File: src/rtl/sqrt_request_scheduler_pkg.sv
// sqrt_sched_pkg: shared state encoding and default sizes for the sqrt request scheduler.
package sqrt_sched_pkg;
  typedef enum logic [2:0] {IDLE, LOAD, RUN, CAPTURE, RESPOND} sched_state_t;
  localparam int DEF_WORD_LENGTH  = 16;
  localparam int DEF_NUM_REQ      = 2;
  localparam int DEF_SQRT_LATENCY = 10;
endpackage

File: src/rtl/sqrt_request_scheduler_if.sv
// sqrt_request_scheduler_if: requester handshake plus datapath connection of the sqrt scheduler.
interface sqrt_request_scheduler_if import sqrt_sched_pkg::*; #(
  parameter int WORD_LENGTH = DEF_WORD_LENGTH,
  parameter int NUM_REQ     = DEF_NUM_REQ
);
  logic [NUM_REQ-1:0]             req;
  logic [NUM_REQ*WORD_LENGTH-1:0] req_operand;
  logic [NUM_REQ-1:0]             req_ack;
  logic [NUM_REQ-1:0]             resp_valid;
  logic [NUM_REQ-1:0]             resp_ready;
  logic [WORD_LENGTH-1:0]         resp_result;
  logic [WORD_LENGTH-1:0]         resp_residue;
  logic                           sqrt_start;
  logic [WORD_LENGTH-1:0]         sqrt_data;
  logic [WORD_LENGTH-1:0]         sqrt_result;
  logic [WORD_LENGTH-1:0]         sqrt_residue;
  modport master (
    input  req, req_operand, resp_ready, sqrt_result, sqrt_residue,
    output req_ack, resp_valid, resp_result, resp_residue, sqrt_start, sqrt_data
  );
  modport slave (
    output req, req_operand, resp_ready, sqrt_result, sqrt_residue,
    input  req_ack, resp_valid, resp_result, resp_residue, sqrt_start, sqrt_data
  );
endinterface

File: src/rtl/sqrt_request_scheduler_rr_arbiter.sv
// rr_arbiter: combinational round-robin pick of the first set request at or above the pointer.
module rr_arbiter #(
  parameter int NUM_REQ = 2,
  localparam int IW = (NUM_REQ > 1) ? $clog2(NUM_REQ) : 1
) (
  input  logic [NUM_REQ-1:0] req_i,
  input  logic [IW-1:0]      ptr_i,
  output logic [IW-1:0]      grant_o,
  output logic               any_o
);
  // Scan from the farthest offset down so the nearest request overwrites last.
  always_comb begin
    grant_o = '0;
    any_o   = |req_i;
    for (int k = NUM_REQ - 1; k >= 0; k--)
      if (req_i[(int'(ptr_i) + k) % NUM_REQ]) grant_o = IW'((int'(ptr_i) + k) % NUM_REQ);
  end
endmodule

File: src/rtl/sqrt_request_scheduler.sv
// sqrt_request_scheduler: round-robin job sequencer sharing one iterative sqrt datapath.
module sqrt_request_scheduler import sqrt_sched_pkg::*; #(
  parameter int WORD_LENGTH  = DEF_WORD_LENGTH,
  parameter int NUM_REQ      = DEF_NUM_REQ,
  parameter int SQRT_LATENCY = DEF_SQRT_LATENCY
) (
  input  logic                    clk,
  input  logic                    reset,
  sqrt_request_scheduler_if.master bus,
  output logic                    busy
);
  localparam int IW = (NUM_REQ > 1) ? $clog2(NUM_REQ) : 1;
  localparam int CW = $clog2(SQRT_LATENCY) + 1;
  sched_state_t           state_q, state_d;
  logic [IW-1:0]          grant_q, ptr_q, arb_grant;
  logic                   arb_any;
  logic [CW-1:0]          cnt_q;
  logic [WORD_LENGTH-1:0] data_q, result_q, residue_q;
  logic [NUM_REQ-1:0]     grant_oh;
  logic                   accept;

  rr_arbiter #(.NUM_REQ(NUM_REQ)) u_arb (
    .req_i  (bus.req),
    .ptr_i  (ptr_q),
    .grant_o(arb_grant),
    .any_o  (arb_any)
  );

  assign grant_oh = NUM_REQ'(1) << grant_q;
  assign accept   = bus.resp_ready[grant_q];

  always_ff @(posedge clk or negedge reset)
    if (!reset) state_q <= IDLE;
    else        state_q <= state_d;

  always_comb begin
    state_d = state_q;
    case (state_q)
      IDLE:    state_d = arb_any ? LOAD : IDLE;
      LOAD:    state_d = RUN;
      RUN:     state_d = (cnt_q == '0) ? CAPTURE : RUN;
      CAPTURE: state_d = RESPOND;
      RESPOND: state_d = accept ? IDLE : RESPOND;
      default: state_d = IDLE;
    endcase
  end

  always_comb begin
    bus.req_ack      = (state_q == LOAD) ? grant_oh : '0;
    bus.resp_valid   = (state_q == RESPOND) ? grant_oh : '0;
    bus.sqrt_start   = state_q == LOAD;
    bus.sqrt_data    = data_q;
    bus.resp_result  = result_q;
    bus.resp_residue = residue_q;
    busy             = state_q != IDLE;
  end

  // RUN holds for SQRT_LATENCY cycles: counter loads latency-1 and exits on zero.
  always_ff @(posedge clk or negedge reset)
    if (!reset) begin
      grant_q   <= '0;
      ptr_q     <= '0;
      cnt_q     <= '0;
      data_q    <= '0;
      result_q  <= '0;
      residue_q <= '0;
    end else begin
      if (state_q == IDLE && arb_any) begin
        grant_q <= arb_grant;
        data_q  <= bus.req_operand[arb_grant*WORD_LENGTH +: WORD_LENGTH];
      end
      cnt_q <= (state_q == LOAD) ? CW'(SQRT_LATENCY - 1) :
               (state_q == RUN && cnt_q != '0) ? cnt_q - 1'b1 : cnt_q;
      if (state_q == CAPTURE) begin
        result_q  <= bus.sqrt_result;
        residue_q <= bus.sqrt_residue;
      end
      if (state_q == RESPOND && accept)
        ptr_q <= (grant_q == IW'(NUM_REQ - 1)) ? '0 : grant_q + 1'b1;
    end
endmodule

File: src/flat_wrapper.sv
// flat-port wrapper written by rule: the top's interface ports become plain ports
module sqrt_request_scheduler_flat import sqrt_sched_pkg::*;
#(
  parameter int WORD_LENGTH  = DEF_WORD_LENGTH,
  parameter int NUM_REQ      = DEF_NUM_REQ,
  parameter int SQRT_LATENCY = DEF_SQRT_LATENCY
)
  (clk, reset, busy, bus_req, bus_req_operand, bus_resp_ready, bus_sqrt_result, bus_sqrt_residue, bus_req_ack, bus_resp_valid, bus_resp_result, bus_resp_residue, bus_sqrt_start, bus_sqrt_data);
  sqrt_request_scheduler_if #(.WORD_LENGTH(WORD_LENGTH), .NUM_REQ(NUM_REQ)) bus_i ();
  input  logic clk;
  input  logic reset;
  output logic busy;
  input wire logic [$bits(bus_i.req)-1:0] bus_req;
  input wire logic [$bits(bus_i.req_operand)-1:0] bus_req_operand;
  input wire logic [$bits(bus_i.resp_ready)-1:0] bus_resp_ready;
  input wire logic [$bits(bus_i.sqrt_result)-1:0] bus_sqrt_result;
  input wire logic [$bits(bus_i.sqrt_residue)-1:0] bus_sqrt_residue;
  output wire logic [$bits(bus_i.req_ack)-1:0] bus_req_ack;
  output wire logic [$bits(bus_i.resp_valid)-1:0] bus_resp_valid;
  output wire logic [$bits(bus_i.resp_result)-1:0] bus_resp_result;
  output wire logic [$bits(bus_i.resp_residue)-1:0] bus_resp_residue;
  output wire logic [$bits(bus_i.sqrt_start)-1:0] bus_sqrt_start;
  output wire logic [$bits(bus_i.sqrt_data)-1:0] bus_sqrt_data;
  assign bus_i.req = bus_req;
  assign bus_i.req_operand = bus_req_operand;
  assign bus_i.resp_ready = bus_resp_ready;
  assign bus_i.sqrt_result = bus_sqrt_result;
  assign bus_i.sqrt_residue = bus_sqrt_residue;
  assign bus_req_ack = bus_i.req_ack;
  assign bus_resp_valid = bus_i.resp_valid;
  assign bus_resp_result = bus_i.resp_result;
  assign bus_resp_residue = bus_i.resp_residue;
  assign bus_sqrt_start = bus_i.sqrt_start;
  assign bus_sqrt_data = bus_i.sqrt_data;
  sqrt_request_scheduler #(.WORD_LENGTH(WORD_LENGTH), .NUM_REQ(NUM_REQ), .SQRT_LATENCY(SQRT_LATENCY)) u_core (.clk(clk), .reset(reset), .bus(bus_i), .busy(busy));
endmodule
File: config.mk
export PLATFORM = sky130hd
export DESIGN_NAME = sqrt_request_scheduler_flat
export DESIGN_NICKNAME = d
export VERILOG_FILES = /design/src/rtl/sqrt_request_scheduler_pkg.sv /design/src/rtl/sqrt_request_scheduler_if.sv /design/src/rtl/sqrt_request_scheduler_rr_arbiter.sv /design/src/rtl/sqrt_request_scheduler.sv /design/src/flat_wrapper.sv
export SDC_FILE = /design/constraint.sdc
export NUM_CORES = 1
export LEC_CHECK = 0
export BUFFER_PORTS_ARGS = -buffer_cell sky130_fd_sc_hd__buf_2
export CORE_MARGIN = 10
export CORE_UTILIZATION = 50
export DETAILED_ROUTE_END_ITERATION = 8
export PLACE_DENSITY_LB_ADDON = 0.08
export SYNTH_ARGS = -nofsm -noshare
export SYNTH_HDL_FRONTEND = slang
export SYNTH_SLANG_ARGS = --single-unit
File: constraint.sdc
create_clock -name clk -period 4.57 [get_ports clk]
set_clock_uncertainty 0.05 [all_clocks]
set_input_delay 0 -clock clk [delete_from_list [all_inputs] [get_ports clk]]
set_output_delay 0 -clock clk [all_outputs]
set_load 0.01 [all_outputs]
-- Yosys cells after proc, flatten, opt, wreduce, memory -nomap -nowiden
Index checks and enable logic that the tools add are counted.
- register bits: 58
- bits in latches: 0
- bits in writable memories: 0
- memory bits (read-only): 0
- input bits: 70
- output and inout port bits: 54
- logic and storage cells: 47
- memories: 0
- add/sub/neg operators: 3
- multiply operators: 0
- divide/modulo/power cells: 0
- $lt $le $gt $ge: 3
- eq/ne operators: 4
- shifts and indexed selects: 2
- multiplexer cells: 18
- bitwise gates (word level): 1
- reductions and logical operators: 9
- operators with widths (operator ; number):
    32-bit by 6-bit variable part select with 16-bit output ; 1
    3-bit one-hot mux with 5 select lines ; 1
    1-bit two-way mux ; 12
    5-bit two-way mux ; 2
    3-bit by 2-bit == test with 1-bit output (second input constant) ; 2
    5-bit zero test ; 1
    5-bit nonzero test ; 1
    5-bit by 1-bit subtractor with 5-bit output (second input constant) ; 1
    1-bit by 2-bit < comparator with 1-bit output (second input constant) ; 2
    2-bit two-way mux ; 2
    3-bit by 1-bit == test with 1-bit output (second input constant) ; 1
    3-bit == test (second input constant) ; 1
    1-bit logical AND ; 3
    3-bit zero test ; 1
    2-bit by 3-bit < comparator with 1-bit output (second input constant) ; 1
    3-bit two-way mux ; 1
    3-bit nonzero test ; 1
    1-bit adder (second input constant) ; 2
    2-bit nonzero test ; 1
    2-bit OR reduction ; 1
    1-bit by 1-bit left shift with 2-bit output (first input constant) ; 1
    1-bit AND (first input constant) ; 1

-- Logic depth before layout (Yosys ltp)
Gate-level depths: netlist of run 1.
- word-level depth: 8
- mapped depth: 7

-- By module
A second synthesis of run 1 with hierarchy kept.
- cells, all modules: 206
- area total of the unflattened synthesis: 2548.7 sq um
- modules (own cells, without submodules) (module ; instances ; cells each ; area each (sq um) ; sequential area each (sq um)):
    sqrt_request_scheduler ; 1 ; 203 ; 2531.2 ; 1451.4
    rr_arbiter ; 1 ; 3 ; 17.5 ; 0.0

-- Least setup slack after synthesis of run 1
No wires, ideal clock.
- path kind: register to register
- from: register u_core.cnt_q[0]
- to: register u_core.cnt_q[0]
- setup time: 126 ps
- data arrival time: 1576 ps
- path slack: 2818 ps
- stages on the path, launching flop included: 7
- buffers on the path: 1
- clock period less this slack: 1752 ps
- cells stage by stage: dfrtp_1 inv_1 ha_1 or4b_1 buf_2 nor3b_1 o32a_1
- cells in the longest elaborated chain, start to end: 3
- elaborated cells between the ends (all ways): 6
- those cells by class: add/sub (1); mux (2); reduce/logical (3)
- ends and longest elaborated chain (element ; line ; RTL):
    start, declared ; sqrt_request_scheduler.sv:17 ; logic [CW-1:0] cnt_q;
    start signal, assigned ; sqrt_request_scheduler.sv:72 ; cnt_q <= (state_q == LOAD) ? CW'(SQRT_LATENCY - 1) :
    5-bit by 1-bit subtractor with 5-bit output or 5-bit nonzero test (tied branches) ; sqrt_request_scheduler.sv:73 ; (state_q == RUN && cnt_q != '0) ? cnt_q - 1'b1 : cnt_q;
    5-bit two-way mux or 1-bit logical AND (tied branches) ; sqrt_request_scheduler.sv:73 ;
    5-bit two-way mux or 2-bit nonzero test (tied branches) ; -- ;
Several ways; a longest one is shown, not always the timed one. The select of a mux whose other input is x is not followed.
A chain may end at the register's enable or synchronous reset.

-- Worst setup path in the final report of run 1
- from: register u_core.state_q[2]
- to: register u_core.data_q[2], in the netlist u_core.bus.sqrt_data[2]
- cells in the longest elaborated chain, start to end: 2
- ends and longest elaborated chain (element ; line ; RTL):
    start, declared ; sqrt_request_scheduler.sv:14 ; sched_state_t state_q, state_d;
    start signal, assigned ; sqrt_request_scheduler.sv:34 ; else state_q <= state_d;
    3-bit zero test ; sqrt_request_scheduler.sv:68 ; if (state_q == IDLE && arb_any) begin
    1-bit logical AND ; sqrt_request_scheduler.sv:68 ;
    end signal, assigned ; sqrt_request_scheduler.sv:70 ; data_q <= bus.req_operand[arb_grant*WORD_LENGTH +: WORD_LENGTH];
    end, declared ; sqrt_request_scheduler.sv:18 ; logic [WORD_LENGTH-1:0] data_q, result_q, residue_q;
Every way passes these cells.

==> impl_metrics.env, run 1 <==
export IMPL_final_area_mm2=0.004093
export IMPL_multi_input_area_mm2=0.001037
export IMPL_cts_root_buf="clkbuf_8"
export IMPL_pin_count=124
export IMPL_synth_warnings=0
export IMPL_synth_avg_cell_area_um2=11.49
export IMPL_place_gp_congestion=0.7806
export IMPL_switching_share_pct=36.70
export IMPL_area_delta_synth_final_pct=56.28
export IMPL_layout_min_cycle_time_ns=2.693
export IMPL_first_pass_iters=4
export IMPL_core_area_mm2=0.005107
export IMPL_die_area_mm2=0.008532
export IMPL_seq_area_mm2=0.001451
export IMPL_finalHoldViolCount=0
export IMPL_grt_usage_pct=19.86
export IMPL_wl_per_cell_um=16.97
export IMPL_hold_path_class="in -> reg"
export IMPL_setup_violations=0
export IMPL_fin_cells=489
export IMPL_synth_area_top_cells="dfrtp_1, mux2_2, nand3b_1"
export IMPL_clk_pin_slew_ns=0.06
export IMPL_cts_tree="built"
export IMPL_synth_edf_count=0
export IMPL_async_flop_share_pct=100.0
export IMPL_clock_sinks=58
export IMPL_drt_total_wl_um=8298
export IMPL_worst_pin_slew_ns=0.9832
export IMPL_ys_ff_latch=58
export IMPL_cp_slowest_cell="and2_0"
export IMPL_worst_slack_ns=1.877
export IMPL_seqPwrFrac_pct=36.9
export IMPL_clk_latency_ns=0.33
export IMPL_placed_area_mm2=0.003252
export IMPL_synth_top_family_by_area="compound AO/OA/AOI/OAI gates"
export IMPL_port_buffers=123
export IMPL_powerDensity_mw_per_mm2=622.4
export IMPL_fillers=341
export IMPL_grt_max_degree=59
export IMPL_arrival_ns=2.85
export IMPL_yosys_area_share_adder_pct=0.4778
export IMPL_gr_total_overflow=0
export IMPL_synthMuxAreaShare_pct=13.76
export IMPL_die_w_um=92.37
export IMPL_utilization_pct=80.13
export IMPL_start_kind="flip-flop"
export IMPL_cp_required_ns=4.73
export IMPL_cts_inserted_buffers=9
export IMPL_fin_crit_sh_pct=58.92
export IMPL_worstPathMaxFanout=19
export IMPL_die_h_um=92.37
export IMPL_ys_seq_area_share_pct=55.42
export IMPL_synth_compound_area_share_pct=14.72
export IMPL_place_ws_ns=2.312
export IMPL_fmax_mhz=371.4
export IMPL_status="finished, final reports clean"
export IMPL_rows=26
export IMPL_start_util_pct=51.27
export IMPL_grt_antenna_before_repair=0
export IMPL_rsz0062_at_grt="no"
export IMPL_cp_cell_sequence="nor3_2 > buf_4 > and2_0 > a31oi_1 > dlygate4sd3_1"
export IMPL_dr_first_iter_drc_count=99
export IMPL_syn_nets=299
export IMPL_grt_pass1_vias=2709
export IMPL_max_stage_delay_ns=0.73
export IMPL_synthCells=228
export IMPL_netlist_area_mm2=0.002619
export IMPL_synth_top_area_cell="dfrtp_1"
export IMPL_power_switching_mw=0.9347
export IMPL_vias=2545
export IMPL_drv_slew=0
export IMPL_dp_cells=406
export IMPL_htreeDepth=3
export IMPL_p_clk_share_pct=15.3
export IMPL_cts_max_path_buffers=2
export IMPL_drc_errors=0
export IMPL_yosys_most_used_dff="dfrtp_1"
export IMPL_setup_tns_ns=0
export IMPL_yosys_area_share_simple_pct=10.32
export IMPL_crit_type="reg -> reg"
export IMPL_drive_gt1_share_pct=41.87
export IMPL_synth_top_cell_area_share_pct=55.42
export IMPL_nets=486
export IMPL_internal_power_mw=1.612
export IMPL_endpoint_kind="flip-flop"
export IMPL_synthDistinctLibCells=33
export IMPL_p_leak_nw=1.901
export IMPL_grt_first_pass_wirelength_um=13720
export IMPL_dp_hpwl_um=4969
export IMPL_slew_headroom_pct=34.45
export IMPL_ant_nets=0
export IMPL_via_per_inst=5.204
export IMPL_synth_xor_area_share_pct=0.3344
export IMPL_drv_cap=0
export IMPL_power_frac_comb_pct=47.8
export IMPL_peakVddDrop_uv=353.2
-- per-stage QoR --
stage | total power, mW | hold slack, ns
final | 2.547 | 0.2439
after floorplan | 1.574 | -0.3456
after global placement | 1.929 | 0.1380
after detailed placement | 1.959 | 0.1395
after CTS | 2.534 | 0.2386
after global routing | 2.737 | 0.3180
-- final timing paths --
kind / startpoint / to / slack [ns] / cells past startpoint
hold / removal: bus_req[0] / u_core.grant_q / 0.24 / 4
setup reg to reg: u_core.state_q[2] / u_core.bus.sqrt_data[2] / 1.88 / 5
hold reg to reg: u_core.cnt_q[4] / u_core.cnt_q[4] / 0.45 / 1
max in group asynchronous: reset / u_core.bus.resp_residue[13] / 3.69 / 3
min in group asynchronous: reset / u_core.bus.resp_residue[1] / 0.30 / 3
setup / recovery: u_core.state_q[2] / u_core.bus.sqrt_data[2] / 1.88 / 5
-- area by class of cell --
class	count	share of cell area, %
antenna	1	0.06114
clock buffer	10	3.363
clock inverter	4	0.4891
inverter	10	0.9171
multi-input combinational	142	25.34
sequential	58	35.46
tap	70	2.140
timing repair buffer	194	32.22
-- repair_timing --
item / 4_1_cts / 5_1_grt
gates resized for setup: 0 / 0
setup endpoints to repair: 0 / 0
buffers inserted: 0 / 0
endpoints found under the hold margin: 108 / 0
hold buffers: 68 / 0
-- worst max-delay path: cells and delay by family (launching register included) --
family,cells,cell delay [ns]
buffers and inverters,2,0.87
AND/OR/NAND/NOR,2,0.95
flip-flops,1,0.51
AO/OA/AOI/OAI,1,0.20
-- cells by family (layout without fill, tap and decap cells) --
family / Yosys count / in the layout
other cells: 0 / 1
buf+inv: 28 / 218
flops: 58 / 58
mux: 32 / 32
simple gates: 42 / 42
compound gates: 66 / 66
fa+ha+maj: 1 / 1
xor+xnor: 1 / 1
-- Yosys cell counts (2+ instances only) --
library cell,instances
dfrtp_1,58
a21oi_1,19
o32ai_1,2
nor2b_1,2
inv_1,10
nor2_1,9
o21ai_0,19
nand3b_1,17
nand2_1,2
mux2_2,32
a31oi_1,19
a32oi_1,2
buf_4,2
buf_2,8
nor3b_1,2
and2b_1,2
clkbuf_1,7
-- state kept, by name (all words and copies together), names as in the netlist --
register	count
u_core.ptr_q	1
u_core.bus.resp_residue	16
u_core.state_q	3
u_core.bus.sqrt_data	16
u_core.cnt_q	5
u_core.bus.resp_result	16
u_core.grant_q	1
-- metal layers --
layer | vias up | track usage [%] | wire length, µm
li1 | 1194 | - | -
met1 | 1224 | 21.62 | 3325
met2 | 111 | 34.24 | 4164
met3 | 16 | 7.103 | 656
met4 | 0 | 8.483 | 152
met5 | - | 0 | 0
-- power by group through the flow --
stage	clock network, mW	logic (mW)	registers [mW]
4_1_cts	0.397	1.21	0.928
3_5_place_dp	0	1.03	0.934
5_1_grt	0.422	1.34	0.972
6_report	0.390	1.22	0.940
3_3_place_gp	0	1.00	0.927
2_1_floorplan	0	0.566	1.01
-- placed cells by master (no fill, tap or decap), types with 2 or more instances in the layout --
cell,synthesis,layout
buf_2,8,123
nor3b_1,2,2
dlygate4sd3_1,0,68
clkinv_2,0,4
mux2_2,32,32
nor2b_1,2,2
and2b_1,2,2
dfrtp_1,58,58
nand3b_1,17,17
o32ai_1,2,2
a21oi_1,19,19
o21ai_0,19,19
buf_4,2,3
nor2_1,9,9
a31oi_1,19,19
nand2_1,2,2
a32oi_1,2,2
clkbuf_8,0,10
inv_1,10,10
No activity file was read; power rests on OpenSTA's default activity.
==> run 2: changes to the inputs <==
Settings changed: CORE_UTILIZATION 50 to 42.
Clock period 4.57 ns to 2.4 ns, I/O delays scaled along.
==> impl_metrics.env, run 2 (same netlist as run 1, synthesis figures left out) <==
export IMPL_status="finished, final reports clean"
export IMPL_rsz0062_at_grt="no"
export IMPL_setup_violations=0
export IMPL_grt_first_pass_wirelength_um=13370
export IMPL_start_kind="flip-flop"
export IMPL_p_leak_nw=1.916
export IMPL_arrival_ns=2.31
export IMPL_slew_headroom_pct=66.41
export IMPL_clock_sinks=58
export IMPL_place_gp_congestion=0.7544
export IMPL_dr_first_iter_drc_count=62
export IMPL_fmax_mhz=461.8
export IMPL_grt_max_degree=42
export IMPL_min_from="bus_resp_ready[1]"
export IMPL_die_h_um=98.96
export IMPL_htreeDepth=3
export IMPL_clk_latency_ns=0.32
export IMPL_crit_type="reg -> reg"
export IMPL_finalHoldViolCount=0
export IMPL_clk_pin_slew_ns=0.06
export IMPL_grt_usage_pct=16.46
export IMPL_nets=490
export IMPL_port_buffers=123
export IMPL_via_per_inst=4.958
export IMPL_endpoint_kind="flip-flop"
export IMPL_pin_count=124
export IMPL_worstPathMaxFanout=15
export IMPL_drt_total_wl_um=8125
export IMPL_powerDensity_mw_per_mm2=1175
export IMPL_start_util_pct=43.71
export IMPL_placed_area_mm2=0.003296
export IMPL_cts_inserted_buffers=9
export IMPL_rows=28
export IMPL_fillers=487
export IMPL_n_antenna_cell=0
export IMPL_first_pass_iters=4
export IMPL_multi_input_area_mm2=0.001037
export IMPL_cts_root_buf="clkbuf_8"
export IMPL_worst_pin_slew_ns=0.5038
export IMPL_hold_path_class="in -> reg"
export IMPL_die_area_mm2=0.009793
export IMPL_final_common_cell="buf_2"
export IMPL_vias=2469
export IMPL_cp_required_ns=2.55
export IMPL_wl_per_cell_um=16.32
export IMPL_reg2reg_setup_slack_ns=0.23
export IMPL_rr_endpoint="u_core.bus.sqrt_data[5]"
export IMPL_grt_pass1_vias=2733
export IMPL_core_area_mm2=0.005991
export IMPL_rr_startpoint="u_core.state_q[0]"
export IMPL_dp_hpwl_um=5332
export IMPL_grt_antenna_before_repair=0
export IMPL_cts_setup_buffers=0
export IMPL_cts_tree="built"
export IMPL_area_delta_synth_final_pct=57.53
export IMPL_hold_path_endpoint="u_core.state_q[2]"
export IMPL_peakVddDrop_uv=661.5
export IMPL_layout_common_cells="buf_2, dlygate4sd3_1, dfrtp_1"
export IMPL_cts_max_path_buffers=2
export IMPL_seq_area_mm2=0.001451
export IMPL_setup_tns_ns=0
export IMPL_fin_hold_ws_ns=0.006364
export IMPL_drv_slew=0
export IMPL_drive_gt1_share_pct=42.79
export IMPL_layout_min_cycle_time_ns=2.165
export IMPL_drv_cap=0
export IMPL_die_w_um=98.96
export IMPL_ant_nets=0
export IMPL_hold_depth=4
export IMPL_final_area_mm2=0.004125
export IMPL_fin_crit_sh_pct=90.23
export IMPL_reg2reg_depth=5
export IMPL_power_mw=4.846
export IMPL_gr_total_overflow=0
export IMPL_drc_errors=0
==> run 2: cell types whose count changed in the layout (fill, tap and decap cells not counted), sizes merged <==
cell         change
clkbuf           -1
buf              +5
diode            -1
clkinvlp         +2
dlygate4sd3      -1
==> run 2: how the worst max path moves through the flow <==
stage / startpoint / to / slack, ns / depth (start not counted)
final: u_core.state_q[0] / u_core.bus.sqrt_data[5] / 0.23 / 5
after global routing: u_core.state_q[0] / u_core.bus.sqrt_data[15] / 0.1 / 5
after CTS: u_core.state_q[0] / u_core.bus.sqrt_data[15] / 0.14 / 5
after detailed placement: u_core.cnt_q[0] / u_core.cnt_q[0] / 0.51 / 5
after global placement: u_core.cnt_q[0] / u_core.cnt_q[0] / 0.58 / 5
after floorplan: u_core.cnt_q[0] / u_core.cnt_q[0] / 0.65 / 6
==> run 2: layout make-up <==
class / count / share of cell area, %
tap: 75 / 2.275
clock inverter: 6 / 0.8493
clock buffer: 9 / 3.003
timing repair buffer: 198 / 32.64
inverter: 10 / 0.9099
multi-input combinational: 142 / 25.14
sequential: 58 / 35.18
==> run 2: worst max-delay path: stages, from the launching register on <==
cell           delay (ns)
dfrtp_1              0.56
nor3_2               0.22
and2_1               0.34
buf_4                0.23
a31oi_1              0.09
dlygate4sd3_1        0.56
==> run 2: metal layers <==
layer / vias to the layer above / routed length [µm] / global-route usage [%]
met5: - / 0 / 0
met4: 0 / 46 / 4.961
met3: 6 / 500 / 5.307
met2: 78 / 4265 / 29.06
met1: 1180 / 3312 / 18.34
li1: 1205 / - / -
==> run 2: stage by stage <==
step	cells	worst slack (ns)	utilization, %
3_3_place_gp	416	0.5798	55.01
6_report	498	0.2345	68.86
2_1_floorplan	228	0.6477	-
3_5_place_dp	416	0.5092	55.01
4_1_cts	498	0.1378	68.86
5_1_grt	498	0.09659	68.86
==> run 2: what timing repair did <==
item                                    4_1_cts  5_1_grt
endpoints found under the setup margin        0        9
hold endpoints to repair                     67        0
hold buffers                                 67        0
gates resized for setup                       0        1
==> run 2: where the power goes <==
group          switching [mW]  internal, mW  total (mW)
Combinational            1.10          1.25        2.35
Clock                   0.367         0.360       0.727
Sequential              0.304          1.46        1.77
Total                    1.77          3.07        4.85
